--- src/rtl/noc_rr_arbiter.sv ---
// Wormhole round-robin output-port arbiter: pops NUM_IN FIFO heads into a registered valid/ready flit stream.
// Optional packet counter output pkt_count is enabled with the NOC_ARB_STATS_EN macro.
module noc_rr_arbiter #(
    parameter int WIDTH  = 32,
    parameter int NUM_IN = 4
) (
    input  logic                    clk,
    input  logic                    rst_n,
    input  logic [NUM_IN*WIDTH-1:0] in_data,
    input  logic [NUM_IN-1:0]       in_empty,
    output logic [NUM_IN-1:0]       in_rd_en,
    output logic [WIDTH-1:0]        out_data,
    output logic                    out_valid,
    input  logic                    out_ready,
    output logic                    locked,
    output logic                    err_drop
`ifdef NOC_ARB_STATS_EN
    ,
    output logic [15:0]             pkt_count
`endif
);

    localparam int PW = (NUM_IN > 1) ? $clog2(NUM_IN) : 1;

    typedef enum logic {IDLE, LOCKED} state_t;

    state_t            state_q, state_d;
    logic [PW-1:0]     ptr_q, ptr_d;
    logic [PW-1:0]     grant_q, grant_d;
    logic [WIDTH-1:0]  out_data_q, out_data_d;
    logic              out_valid_q, out_valid_d;
    logic              err_drop_q, err_drop_d;

    logic              load;
    logic [NUM_IN-1:0] cand, orphan, rd_en;
    logic              win_found, orph_found;
    logic [PW-1:0]     win_idx, orph_idx, sel_idx;
    logic [WIDTH-1:0]  sel_flit;

    function automatic logic [PW-1:0] inc_wrap(input logic [PW-1:0] idx);
        return (int'(idx) == NUM_IN - 1) ? '0 : idx + 1'b1;
    endfunction

    always_comb begin
        cand   = '0;
        orphan = '0;
        for (int i = 0; i < NUM_IN; i++) begin
            cand[i]   = !in_empty[i] &&  in_data[i*WIDTH + WIDTH - 1];
            orphan[i] = !in_empty[i] && !in_data[i*WIDTH + WIDTH - 1];
        end
    end

    // Scanning downward and overwriting leaves the first hit at/after the pointer (with wrap).
    always_comb begin
        win_found = 1'b0;
        win_idx   = '0;
        for (int k = NUM_IN - 1; k >= 0; k--) begin
            if (cand[(int'(ptr_q) + k) % NUM_IN]) begin
                win_found = 1'b1;
                win_idx   = PW'((int'(ptr_q) + k) % NUM_IN);
            end
        end
    end

    always_comb begin
        orph_found = 1'b0;
        orph_idx   = '0;
        for (int k = NUM_IN - 1; k >= 0; k--) begin
            if (orphan[k]) begin
                orph_found = 1'b1;
                orph_idx   = PW'(k);
            end
        end
    end

    always_comb begin
        sel_idx  = (state_q == IDLE) ? win_idx : grant_q;
        sel_flit = in_data[int'(sel_idx)*WIDTH +: WIDTH];
    end

    always_comb begin
        load        = !out_valid_q || out_ready;
        state_d     = state_q;
        ptr_d       = ptr_q;
        grant_d     = grant_q;
        out_data_d  = out_data_q;
        out_valid_d = out_valid_q;
        err_drop_d  = 1'b0;
        rd_en       = '0;
        if (load) begin
            out_valid_d = 1'b0;
            if (state_q == IDLE) begin
                if (win_found) begin
                    rd_en[win_idx] = 1'b1;
                    out_data_d     = sel_flit;
                    out_valid_d    = 1'b1;
                    grant_d        = win_idx;
                    if (sel_flit[WIDTH-2]) begin
                        ptr_d = inc_wrap(win_idx);
                    end else begin
                        state_d = LOCKED;
                    end
                end else if (orph_found) begin
                    rd_en[orph_idx] = 1'b1;
                    err_drop_d      = 1'b1;
                end
            end else if (!in_empty[grant_q]) begin
                rd_en[grant_q] = 1'b1;
                out_data_d     = sel_flit;
                out_valid_d    = 1'b1;
                if (sel_flit[WIDTH-2]) begin
                    state_d = IDLE;
                    ptr_d   = inc_wrap(grant_q);
                end
            end
        end
    end

    always_ff @(posedge clk or negedge rst_n) begin
        if (!rst_n) begin
            state_q     <= IDLE;
            ptr_q       <= '0;
            grant_q     <= '0;
            out_data_q  <= '0;
            out_valid_q <= 1'b0;
            err_drop_q  <= 1'b0;
        end else begin
            state_q     <= state_d;
            ptr_q       <= ptr_d;
            grant_q     <= grant_d;
            out_data_q  <= out_data_d;
            out_valid_q <= out_valid_d;
            err_drop_q  <= err_drop_d;
        end
    end

    assign in_rd_en  = rst_n ? rd_en : '0;
    assign out_data  = out_data_q;
    assign out_valid = out_valid_q;
    assign locked    = (state_q == LOCKED);
    assign err_drop  = err_drop_q;

`ifdef NOC_ARB_STATS_EN
    logic [15:0] pkt_count_q, pkt_count_d;

    // Counts packets as their tail is handed downstream, not when popped.
    always_comb begin
        pkt_count_d = pkt_count_q;
        if (out_valid_q && out_ready && out_data_q[WIDTH-2]) begin
            pkt_count_d = pkt_count_q + 16'd1;
        end
    end

    always_ff @(posedge clk or negedge rst_n) begin
        if (!rst_n) begin
            pkt_count_q <= '0;
        end else begin
            pkt_count_q <= pkt_count_d;
        end
    end

    assign pkt_count = pkt_count_q;
`endif

endmodule

--- config.mk ---
export PLATFORM = sky130hd
export DESIGN_NAME = noc_rr_arbiter
export DESIGN_NICKNAME = d
export VERILOG_FILES = /design/src/rtl/noc_rr_arbiter.sv
export SDC_FILE = /design/constraint.sdc
export NUM_CORES = 1
export LEC_CHECK = 0
export ABC_AREA = 1
export CAP_MARGIN = 20
export CORE_UTILIZATION = 41
export CTS_CLUSTER_SIZE = 24
export DETAILED_ROUTE_END_ITERATION = 10
export PLACE_DENSITY = 0.87
export RECOVER_POWER = 100
export SLEW_MARGIN = 40
export SYNTH_ARGS = -nofsm -noshare
export SYNTH_HDL_FRONTEND = slang
export SYNTH_SLANG_ARGS = --single-unit
export TNS_END_PERCENT = 50
--- constraint.sdc ---
create_clock -name clk -period 2.4 [get_ports clk]
set_input_delay 0.24 -clock clk [delete_from_list [all_inputs] [get_ports clk]]
set_output_delay 0.24 -clock clk [all_outputs]
set_load 0.05 [all_outputs]
== Word-level counts from Yosys, hierarchy flattened ==
Index checks and enable logic that the tools add are counted.

* Register bits: 39
* RAM bits: 0
* ROM bits: 0
* Word-level logic and storage cells: 120
* Bits in latches: 0
* Memories: 0
* Output and inout port bits: 39
* Input bits: 135

* Mux-type cells: 63
* Bitwise gates (word level): 4
* $add $sub $neg: 5
* Equality and inequality tests: 3
* Magnitude comparators: 10
* Shifts and indexed selects: 1
* Reductions and logical operators: 28
* Divide/modulo/power cells: 0
* Multipliers: 0

{| class="wikitable"
|+ Operators by type and width
! cell !! number
|-
| indexed part select 128 x 8 -> 32 bit || 1
|-
| two-way mux 32 bit || 3
|-
| two-way mux 2 bit || 16
|-
| two-way mux 1 bit || 30
|-
| two-way mux 4 bit || 6
|-
| less-than comparator 2 x 3 -> 1 bit (second input constant) || 4
|-
| less-than comparator 3 x 4 -> 1 bit (second input constant) || 3
|-
| logical AND 1 bit || 11
|-
| binary-select mux 1 bit (select 2 bit) || 5
|-
| zero test 1 bit || 9
|-
| adder 2 x 1 -> 2 bit (second input constant) || 3
|-
| demux 1 bit (select 2 bit) || 3
|-
| >= comparator 2 x 1 -> 1 bit (second input constant) || 3
|-
| AND reduction 3 bit || 2
|-
| OR reduction 2 bit || 3
|-
| adder 2 bit (second input constant) || 2
|-
| equality test 2 x 1 -> 1 bit (second input constant) || 2
|-
| AND reduction 4 bit || 1
|-
| bitwise AND 1 bit (first input constant) || 3
|-
| != test 2 bit (second input constant) || 1
|-
| nonzero test 2 bit || 1
|-
| logical OR 1 bit || 1
|-
| inverter 1 bit || 1
|}

== Logic depth before layout (Yosys ltp) ==
* Depth in word-level cells: 18
* Depth in mapped cells: 20
* Gate-level depth less buffers: 17

== Worst setup path before layout ==
OpenSTA, ideal clock, no wires.

* Kind: reg2out
* Start: reg ptr_q[0]
* End: out in_rd_en[2]
* Cell stages (with the launch flop): 16
* Required time: 2.160 ns
* Path buffers: 1
* Slack: -0.415 ns
* Arrival time: 2.575 ns
* Cells stage by stage: dfrtp_1 buf_6 inv_2 nand3_1 nand2_1 nand2_1 nand2_1 inv_2 nand2_1 nand2_1 nand2_2 nand2_1 inv_1 ha_1 o21ai_0 nor3_1

* Longest elaborated chain between the ends: 16
* Elaborated cells on any way between the ends: 31
* Classes of those cells: add/sub: 3; order compare: 2; mux: 25; reduce/logical: 1

{| class="wikitable"
|+ RTL lines
! element !! RTL line !! text
|-
| from (decl) || 28 || <nowiki>logic [PW-1:0] ptr_q, ptr_d;</nowiki>
|-
| from (signal assigned) || 129 || <nowiki>ptr_q <= ptr_d;</nowiki>
|-
| adder 2 bit || 58, 60 ||
|-
| binary-select mux 1 bit (select 2 bit) || 58 || <nowiki>if (cand[(int'(ptr_q) + k) % NUM_IN]) begin</nowiki>
|-
| two-way mux 1 bit (not written as such) (2 in a row) || 58 ||
|-
| two-way mux 2 bit (3 in a row) || 58 ||
|-
| two-way mux 2 bit * || 58 ||
|-
| net win_idx[0] || 37 || <nowiki>logic [PW-1:0] win_idx, orph_idx, sel_idx;</nowiki>
|-
| less-than comparator 2 x 3 -> 1 bit (not written as such) or >= comparator 2 x 1 -> 1 bit (tied branches) || 94 || <nowiki>rd_en[win_idx] = 1'b1;</nowiki>
|-
| logical AND 1 bit (not written as such) || 94 ||
|-
| two-way mux 1 bit (not written as such) || 94 ||
|-
| demux 1 bit (select 2 bit) * || 94 ||
|-
| two-way mux 4 bit * || 93 || <nowiki>if (win_found) begin</nowiki>
|-
| two-way mux 4 bit * || 92 || <nowiki>if (state_q == IDLE) begin</nowiki>
|-
| two-way mux 4 bit * || 90 || <nowiki>if (load) begin</nowiki>
|-
| two-way mux 4 bit * || 137 || <nowiki>assign in_rd_en = rst_n ? rd_en : '0;</nowiki>
|-
| to (decl) || 11 || <nowiki>output logic [NUM_IN-1:0] in_rd_en,</nowiki>
|}

Mark *: on every way through the listed nets, which the timed path passes. The rest lies on a longest branch. The select of a mux whose other input is x is not followed.

== Worst setup path in the final report ==
* Start: reg ptr_q[0]
* End: out in_rd_en[1]

* Longest elaborated chain between the ends: 16
* Elaborated cells on any way between the ends: 31
* Classes of those cells: add/sub: 3; order compare: 2; mux: 25; reduce/logical: 1

{| class="wikitable"
|+ RTL lines
! element !! RTL line
|-
| adder 2 bit || 58, 60
|-
| binary-select mux 1 bit (select 2 bit) || 58
|-
| two-way mux 1 bit (not written as such) (2 in a row) || 58
|-
| two-way mux 2 bit (4 in a row) || 58
|-
| less-than comparator 2 x 3 -> 1 bit (not written as such) or >= comparator 2 x 1 -> 1 bit (tied branches) || 94
|-
| logical AND 1 bit (not written as such) || 94
|-
| two-way mux 1 bit (not written as such) || 94
|-
| demux 1 bit (select 2 bit) || 94
|-
| two-way mux 4 bit * || 93
|-
| two-way mux 4 bit * || 92
|-
| two-way mux 4 bit * || 90
|-
| two-way mux 4 bit * || 137
|}

Every way passes the cells marked *; elsewhere a longest branch is shown, timed or not. The select of a mux whose other input is x is not followed.

==> key figures <==
Yosys
  – Flops & latches, synth: 39
  – Synth Cell Area: 0.00351 mm²
  – Gate Count Post-Synth: 599
  – Sequential element share of the synthesized area: 0.278
  – Warnings, synthesis: 0
  – Net Count, Synth: 742
  – Top cell type's share of synthesized area: 0.316
  – Cell taking the most area after synthesis: nand2_1
  – Syn Area/Cell: 5.86 µm²
  – Synth unique cells: 27
  – Synth top area cells: nand2_1 (32%), dfrtp_1 (28%), nand3_1 (12%), nand3b_1 (6.6%), inv_1 (6.0%)

Critical path
  – Critical Setup Path Class: flip-flop to output pin
  – CP endpoint kind: output pin
  – Startpoint types: flip-flop
  – Worst R2R Setup Slack: -100 ps
  – Crit path max-delay family: simple AND/OR/NAND/NOR gates
  – Crit-path most repeated cell: nand2_2
  – Slowest stage delay, CP: 500 ps
  – CP Launch Point: ptr_q[0]
  – Slowest-stage cell, CP: dfrtp_2
  – Buf/Inv on CP: 5
  – Crit-path cells: buf_6 -> nand3_2 -> nand2_2 -> nand2_1 -> nand2_2 -> nor2_1 -> nand2_2 -> buf_4 -> buf_4 -> nand3_2 -> nand2_2 -> o21ai_2 -> inv_2 -> buf_12
  – Reg2reg start: ptr_q[0]
  – CP max FO: 6
  – Data arrival, critical path: 2400 ps
  – Critical Path RT: between 2000 and 2500 ps

Timing
  – Tcrit/Tclk final: 1.10
  – Relative slew slack: 0.364
  – FMAX: 379 MHz
  – Max-slew violations: 0
  – Final setup viols: 17
  – Final clock skew: 7.63 ps
  – Setup TNS Final: -1120 ps
  – Slew of the pin with the lowest slew margin: 955 ps
  – Unrepaired setup endpoints after global routing: true
  – Min cycle time layout: 2640 ps
  – Final Hold Fails: 0
  – Final WS setup: -242 ps

Layout
  – Fillers: about 640
  – Final layout net count: 930
  – Area Overhead vs Synth: 75.4%
  – Commonest cells after routing, fill and taps aside: nand2_1 (277), clkdlybuf4s50_1 (134), nand3_1 (74)
  – Share of layout cells above drive strength 1: 0.151
  – # diodes: 0
  – Commonest non-fill, non-tap cell in the layout: nand2_1

Clock network
  – CTS Root Cell: clkbuf_8
  – CTS Buffer Depth: 2
  – Clk sinks: 39
  – Cts hold-fix bufs: 0
  – Worst skew pair latency: 290 ps
  – Inserted Clock Buffers: 5
  – Clock slew at reported path FFs: 80 ps
  – TritonCTS clock tree: yes
  – H-tree levels: 2

Outcome
  – Status: finished, violations left
  – Violated checks: negative setup slack

Global routing
  – Vias in the first global route: ~4200
  – Remaining global-route overflow: 0
  – Gr usage total: 0.273
  – Wire length of the first global-routing pass: 19.3 mm
  – Initial antenna violation count: 0
  – Largest net degree at the start of global routing: 44

Detailed routing
  – Drc violations: 0
  – 1st-pass router iterations: 5
  – Routed vias/inst: 5.27
  – Wire length per cell: 15.8 µm
  – Antenna Nets Post-Route: 0
  – Final WL: 14.1 mm
  – Vias: 4705
  – Initial DRC count: between 200 and 300

Power
  – Peak supply drop: 0.000835 V
  – Pwr Total: 9.51 mW
  – Leak: about 3.2 nW
  – Pwr dens: ~1500 mW/mm²

Run
  – Total of max-cap violations: 0

Die
  – Row Count: 33
  – Initial core utilization: 0.425
  – Core Area: 0.00826 mm²
  – Num ports: 174
  – Die H: 94.6 µm
  – Die area: just under 0.009 mm²
  – Width of the chip: about 95 µm

Placement
  – Post-Place Worst Slack: -206 ps
  – IO buf count: 173
  – GPL Wtd Cong: 0.977
  – Hpwl dp: approximately 9 mm

Min path
  – Hold Path Class: primary input to async pin
==> state kept, by name, indices dropped and copies added (netlist names) <==
register	count
err_drop	1
grant_q	2
locked	1
out_data	32
out_valid	1
ptr_q	2
==> routing by layer <==
metal / share of wire / track usage
met1: 0.38 / 0.314
met5: 0 / 0
met4: 0.040 / 0.0896
met2: 0.49 / 0.501
met3: 0.084 / 0.0580
==> synthesized netlist by cell type (all sizes together) <==
master	instances
nor4	1
nand2	298
xnor2	1
buf	24
nor3	2
a31oi	2
nand3b	31
o21ai	12
nand3	88
xor2	1
nor2	12
inv	59
clkbuf	12
a211oi	1
ha	8
a21oi	8
dfrtp	39
==> cell type report <==
cell class | count | area [µm²] | area share
clock buffers | 5 | 68.8 | 0.0112
clock inverters | 3 | 15.0 | 0.00244
inverters | 59 | 226 | 0.0368
multi-input cells | 465 | 2430 | 0.394
flip-flops and latches | 39 | 978 | 0.159
well taps | 105 | 131 | 0.0213
repair buffers | 217 | 2310 | 0.376
==> kinds of logic (layout without fill, tap and decap cells) <==
| logic type | after synthesis | count (layout) | synth area share |
|---|---|---|---|
| DFF | 39 | 39 | 0.278 |
| and+or+nand+nor | 432 | 432 | 0.535 |
| AOI/OAI and AO/OA | 23 | 23 | 0.0353 |
| adders and majority gates | 8 | 8 | 0.0285 |
| xor gates and xnor gates | 2 | 2 | 0.00499 |
| buffers and inverters | 95 | 284 | 0.119 |
==> worst register-to-register path, cell delays in order, from the launching register on <==
cell and delay, ps:
dfrtp_2 510, nand3_1 200, nand2_2 120, nand2_2 80
nand2_2 100, inv_2 50, nand2_4 80, nand3_4 120
buf_6 140, buf_4 130, nand3_4 110, buf_6 130
clkbuf_16 170, nand3b_1 130, nand3_1 150, nand2_1 90
nand2_1 60, nand2_1 50
==> report_power, final <==
part | internal [mW] | total, mW | switching [mW]
combinational | 3.00 | 7.85 | 4.85
clock | 0.199 | 0.432 | 0.233
sequential | 0.997 | 1.24 | 0.239
total | 4.19 | 9.51 | 5.32
==> final timing paths <==
path,to,cells past startpoint
max in group asynchronous,ptr_q[1],2
min in group clk,out_data[25],2
max,in_rd_en[1],14
min reg2reg,out_data[25],2
max reg2reg,out_data[6],17
min,ptr_q[0],2
==> stage by stage <==
stage | hold WS (ps) | instances | utilization | area (µm²)
3_3_place_gp | 374 | 867 | 0.665 | 5490
2_1_floorplan | -55.6 | 599 | - | 3520
4_1_cts | 57.2 | 881 | 0.697 | 5760
6_report | 277 | 893 | 0.746 | 6160
5_1_grt | 384 | 893 | 0.746 | 6160
3_5_place_dp | 368 | 867 | 0.665 | 5490
==> timing repair <==
action / in CTS / in global routing
endpoints found under the setup margin: 4 / 10
gates cloned: 0 / 7
pin swaps: 17 / 36
resized for setup: 40 / 47
setup buffers: 6 / 5
Note: power is estimated with default switching activity, not from simulation.
